===== src/rtl/escalonador_inversao.sv =====
// Round-robin arbiter feeding two requesters into one 32-bit byte-reversal stage; MEIA_PALAVRA_EN adds a per-request halfword-swap mode.
// Latency: a word accepted at edge k is on saida_* from edge k; at best one word every two cycles.
// Backpressure: the result is held while saida_ready=0, and both req readys stay low until it is taken.

module escalonador_inversao #(
  parameter int CONT_W = 16
) (
  input  logic              clk,
  input  logic              rst,
  input  logic              req0_valid,
  input  logic [31:0]       req0_dados,
`ifdef MEIA_PALAVRA_EN
  input  logic              req0_modo,
`endif
  output logic              req0_ready,
  input  logic              req1_valid,
  input  logic [31:0]       req1_dados,
`ifdef MEIA_PALAVRA_EN
  input  logic              req1_modo,
`endif
  output logic              req1_ready,
  output logic              saida_valid,
  output logic [31:0]       saida_dados,
  output logic              saida_id,
  input  logic              saida_ready,
  output logic [CONT_W-1:0] contagem
);

  typedef enum logic {
    OCIOSO  = 1'b0,
    ENTREGA = 1'b1
  } estado_t;

  localparam logic [CONT_W-1:0] CONT_UM = CONT_W'(1);

  estado_t     estado;
  estado_t     prox_estado;
  logic        ultimo;
  logic        concede0;
  logic        concede1;
  logic        aceita;
  logic        sel;
  logic        modo_sel;
  logic [31:0] dado_sel;
  logic [31:0] dado_conv;

  // Grant depends only on state, pointer and the valids, never on data.
  always_comb begin
    concede0 = 1'b0;
    concede1 = 1'b0;
    if (estado == OCIOSO) begin
      if (req0_valid && req1_valid) begin
        concede0 = ultimo;
        concede1 = !ultimo;
      end else begin
        concede0 = req0_valid;
        concede1 = req1_valid;
      end
    end
  end

  assign req0_ready = concede0;
  assign req1_ready = concede1;
  assign aceita     = concede0 | concede1;
  assign sel        = concede1;
  assign dado_sel   = sel ? req1_dados : req0_dados;

`ifdef MEIA_PALAVRA_EN
  assign modo_sel = sel ? req1_modo : req0_modo;
`else
  assign modo_sel = 1'b0;
`endif

  always_comb begin
    dado_conv = {dado_sel[7:0], dado_sel[15:8], dado_sel[23:16], dado_sel[31:24]};
    if (modo_sel) begin
      dado_conv = {dado_sel[15:0], dado_sel[31:16]};
    end
  end

  always_comb begin
    prox_estado = estado;
    case (estado)
      OCIOSO:  if (aceita) prox_estado = ENTREGA;
      ENTREGA: if (saida_ready) prox_estado = OCIOSO;
      default: prox_estado = OCIOSO;
    endcase
  end

  always_ff @(posedge clk or posedge rst) begin
    if (rst) begin
      estado <= OCIOSO;
    end else begin
      estado <= prox_estado;
    end
  end

  // Acceptance only happens in OCIOSO and transfer only in ENTREGA, so the branches never overlap.
  always_ff @(posedge clk or posedge rst) begin
    if (rst) begin
      saida_valid <= 1'b0;
      saida_dados <= '0;
      saida_id    <= 1'b0;
      ultimo      <= 1'b1;
      contagem    <= '0;
    end else if (aceita) begin
      saida_valid <= 1'b1;
      saida_dados <= dado_conv;
      saida_id    <= sel;
      ultimo      <= sel;
    end else if (estado == ENTREGA && saida_ready) begin
      saida_valid <= 1'b0;
      contagem    <= contagem + CONT_UM;
    end
  end

endmodule


===== config.mk =====
export PLATFORM = sky130hd
export DESIGN_NAME = escalonador_inversao
export DESIGN_NICKNAME = d
export VERILOG_FILES = /design/src/rtl/escalonador_inversao.sv
export SDC_FILE = /design/constraint.sdc
export NUM_CORES = 1
export LEC_CHECK = 0
export BUFFER_PORTS_ARGS = -buffer_cell sky130_fd_sc_hd__clkbuf_2
export CAP_MARGIN = 20
export CORE_MARGIN = 1
export CORE_UTILIZATION = 40
export CTS_BUF_LIST = sky130_fd_sc_hd__clkbuf_8
export DETAILED_ROUTE_END_ITERATION = 12
export MAX_ROUTING_LAYER = met4
export PLACE_DENSITY = 0.73
export SYNTH_ARGS = -nofsm -noshare
export SYNTH_HDL_FRONTEND = slang
export SYNTH_SLANG_ARGS = --single-unit

===== constraint.sdc =====
create_clock -name clk -period 2 [get_ports clk]
set_input_delay 0.2 -clock clk [delete_from_list [all_inputs] [get_ports clk]]
set_output_delay 0.2 -clock clk [all_outputs]
set_load 0.01 [all_outputs]

# Word level (Yosys, flattened, before mapping)
# Index checks and enable logic that the tools add are counted.
# word_totals
reg_bits,52
output_inout_bits,52
word_cells,25
input_bits,69
mem_count,0
ram_bits,0
latch_bits,0
mem_bits_ro,0
# classes
bitwise,3
order_cmp,0
reduce_logical,5
mux,10
mul,0
div_mod_pow,0
add_sub_neg,1
eq_ne,0
shift,0
# ops
op,n
$mux 32,1
$add 16x1->16 const B,1
$mux 1,8
$logic_and 1x1->1,2
$not 1->1,2
$pmux 1 s2,1
$reduce_and 2->1,1
$reduce_bool 2->1,1
$logic_not 1->1,1
$or 1x1->1,1

# Logic depth before layout (Yosys ltp)
# depth
depth_word,6
depth_mapped,5
depth_no_buf,5

# Least setup slack after synthesis
# No wires, ideal clock.
# synth_path
path_kind,reg-to-reg
from,register ultimo
to,register saida_dados[6]
t_arrival_ns,1.292
t_required_ns,1.935
stages_incl_launch_ff,6
path_buffers,1
slack_ns,0.643
synth_period_minus_slack_ns,1.357
setup_ns,0.065
path_cell_list,dfstp_2 > inv_1 > a211oi_4 > buf_6 > a222oi_1 > inv_1
# synth_via
word_cells_on_any_way,7
cone_classes,mux: 5; bitwise: 1; reduce/logical: 1
# synth_lines
item,line_no,text
from (decl),38,logic ultimo;
from (signal assigned),110,ultimo <= sel;
$mux 1,52,if (req0_valid && req1_valid) begin
$mux 1,51,if (estado == OCIOSO) begin
named net req0_ready,15,"output logic req0_ready,"
$or 1x1->1,64,assign aceita = concede0 | concede1;
to (signal assigned),108,saida_dados <= dado_conv;
to (decl),23,"output logic [31:0] saida_dados,"
# The timed path passes the listed nets, and every way through them passes these cells.
# A chain may end at the register's enable or synchronous reset.

# Worst setup path in the final report
# layout_path
from,register ultimo
to,output port req0_ready
# layout_via
elab_chain_len,2
# layout_rtl
item,line_no
$mux 1,52
$mux 1,51
to (decl),15
# Every way passes these cells.

==> out/qor.yml <==
die_x_microns: 76.3
critPathCaptureType: "output port"
cts_sinks: 52
endpoint: "req0_ready"
yosys.area.top_type_share_pct: 57.8
area_growth_pct: 35.0
postCtsSetupBuffers: 0
cp_max_fo: 31
p_sw_mw: 1.23
setup_viol: 0
slew_violations: 0
start_util_pct: 42.4
ys_ff_latch: 52
rsz0062_at_grt: "false"
num_rows: 26
cts_buffers: 5
insertion_delay_ns: 0.29
finalNetCount: 380
wl_per_cell_microns: 13.3
setup-tns-final_ns: 0
finalCriticalPeriod_ns: 1.86
cp-start-kind: "register"
p_total_mw: 3.47
place.gp.congestion: 0.725
cellLeakagePower_nw: 1.71
vias_per_cell: 5.17
yosysUniqueCellTypes: 25
detailed_place_hpwl_microns: 3830
n_antenna_cell: 0
r2r-start: "estado"
core_region_area_sq_um: 5200
drc: 0
drt_iter0_drc: 169
cts_tree: "built"
hold_buffers: 1
yosys-top-cells-area: "dfrtp_1 58%, a222oi_1 15%, inv_1 6.3%, xnor2_1 4.4%, buf_6 2.0%"
cts-root-buf: "clkbuf_8"
vdd_drop_max_mv: 0.598
portBuffers: 120
final_hold_viol_count: 0
boundaryPins: 121
ff_latch_area_sq_um: 1300
share_seq_of_total_power_pct: 48.1
switching_share_pct: 35.5
post_cts_resize_count: 0
netlist_area_sq_um: 2210
regToRegSetupSlack_ns: 0.45
required_ns: 1.80
placed_area_sq_um: 2890
dieArea_sq_um: 5820
fin_cells: 380
synthFlopType: "dfrtp_1"
clk_pin_slew_ns: 0.09
regToRegEndpoint: "saida_dados[26]"
finalClockSkew_ns: 0.00533
grt_max_degree: 32
die_height_microns: 76.3
drt-pass1-iter-count: 7
status: "complete, no violations"
max_cap_violations: 0
worst_pin_slew_ns: 0.643
synth.most_common_cell: "dfrtp_1"
p_per_area_nw_per_um2: 1170
ys_async_sr_fraction_pct: 100
grt_pass1_wl_microns: 8360
startpoint: "ultimo"
holdPathStages: 3
yosysSeqAreaShare_pct: 59.0
final_antenna_net_count: 0
yosysTopAreaCell: "dfrtp_1"
min_path_type: "in -> reg"
grt_overflow: 0
avgSynthCellArea_sq_um: 11.9
antenna_found_initial: 0
syn_inst: 186
fin_crit_sh_pct: 93.0
arrival_ns: 1.66
pwr-share-clk_pct: 15.6
max_slew_margin_pct: 57.1
drive_above_1_share_pct: 44.2
syn-num-nets: 256
intPower_mw: 2.24
num_vias: 1966
crit_type: "reg -> out"
slowest_stage: "dfstp_2"
crit_chain: "inv_1 -> a211oi_4 -> buf_12 -> clkbuf_2"
max_clock_freq_mhz: 537
drt_wl_total_microns: 5070
combPwrFrac_pct: 36.3
multi_input_area_sq_um: 699
dp.cells: 372
max_stage_delay_ns: 0.56
reg2reg_depth: 5
htreeDepth: 2
synth-edff-count: 0
fin_util_pct: 57.2
track_usage_pct: 18.6
grt_pass1_vias: 1814
synth.cells.most_frequent: "51 x dfrtp_1, 37 x inv_1, 32 x a222oi_1, 12 x nand2_1, 11 x xnor2_1"
fin_area_sq_um: 2980
synth_warnings: 0
clock_path_buffers: 2
fillers: 473
## through the flow
| stage | hold WS (ns) | setup WS (ns) |
|---|---|---|
| 2_1_floorplan | 0.296 | 0.544 |
| 3_3_place_gp | 0.224 | 0.490 |
| 3_5_place_dp | 0.226 | 0.440 |
| 4_1_cts | 0.103 | 0.113 |
| 5_1_grt | 0.107 | 0.0443 |
| 6_report | 0.114 | 0.139 |
## cell families (layout without fill, tap and decap cells)
| logic type | after synthesis | after routing | share of synthesized area [%] |
|---|---|---|---|
| xor+xnor | 15 | 15 | 5.95 |
| fa+ha+maj | 1 | 1 | 0.567 |
| simple gates | 33 | 33 | 7.94 |
| compound gates | 39 | 39 | 17.1 |
| buf+inv | 46 | 170 | 9.47 |
| flops | 52 | 52 | 59.0 |
## power by group through the flow
stage | Sequential, mW | Clock, mW | Combinational, mW
global route | 1.72 | 0.617 | 1.40
finish | 1.67 | 0.542 | 1.26
global placement | 1.68 | 0 | 1.25
floorplan | 1.83 | 0 | 0.573
CTS | 1.67 | 0.575 | 1.29
detailed placement | 1.68 | 0 | 1.28
## critical path, delay by kind of cell, from the launching register on
kind,cells,cell delay (ns)
DFF,1,0.56
buffers and inverters,3,0.45
AOI/OAI and AO/OA,1,0.35
## sequential cells by signal, indices dropped and copies added (netlist names)
name,cells
saida_id,1
saida_valid,1
contagem,16
saida_dados,32
estado,1
ultimo,1
## layer usage
layer | up-vias | GRT usage [%] | wire, microns
met5 | - | - | 0
met4 | 0 | 4.62 | 30
met3 | 6 | 5.03 | 450
met2 | 105 | 29.9 | 2500
met1 | 928 | 23.3 | 2090
li1 | 927 | - | -
## worst min-delay path by stage
stage | endpoint | from | slack, ns
floorplan | estado | saida_ready | 0.30
global placement | saida_dados[21] | rst | 0.22
detailed placement | saida_dados[21] | rst | 0.23
CTS | saida_dados[16] | req1_dados[8] | 0.10
global route | saida_dados[28] | req1_dados[4] | 0.11
finish | saida_dados[16] | req1_dados[8] | 0.11
## cell type report
cell class | instances | share of cell area, %
Clock buffer | 5 | 2.31
Inverter | 37 | 4.66
Clock inverter | 2 | 0.294
Multi-Input combinational cell | 88 | 23.5
Timing Repair Buffer | 126 | 22.6
Sequential cell | 52 | 43.7
Tap cell | 70 | 2.94
## cell usage in the layout, fill, tap and decap left out
cell type	instances
buf_4	3
nor3_1	1
a222oi_1	32
xor2_1	4
a211oi_4	1
clkinv_2	1
and4bb_1	1
nand2_1	12
o21ai_0	3
and3_1	3
and2_2	1
nor2_1	3
buf_12	2
dfrtp_1	51
dlygate4sd3_1	1
nand4_1	4
o21ai_2	1
dfstp_2	1
clkbuf_8	5
ha_1	1
xnor2_1	11
a21oi_2	1
inv_2	1
nand3_1	4
inv_1	37
clkbuf_2	120
and4_1	2
nand2b_1	1
and2_1	1
o21bai_1	1
(Power assumes the default switching activity.)
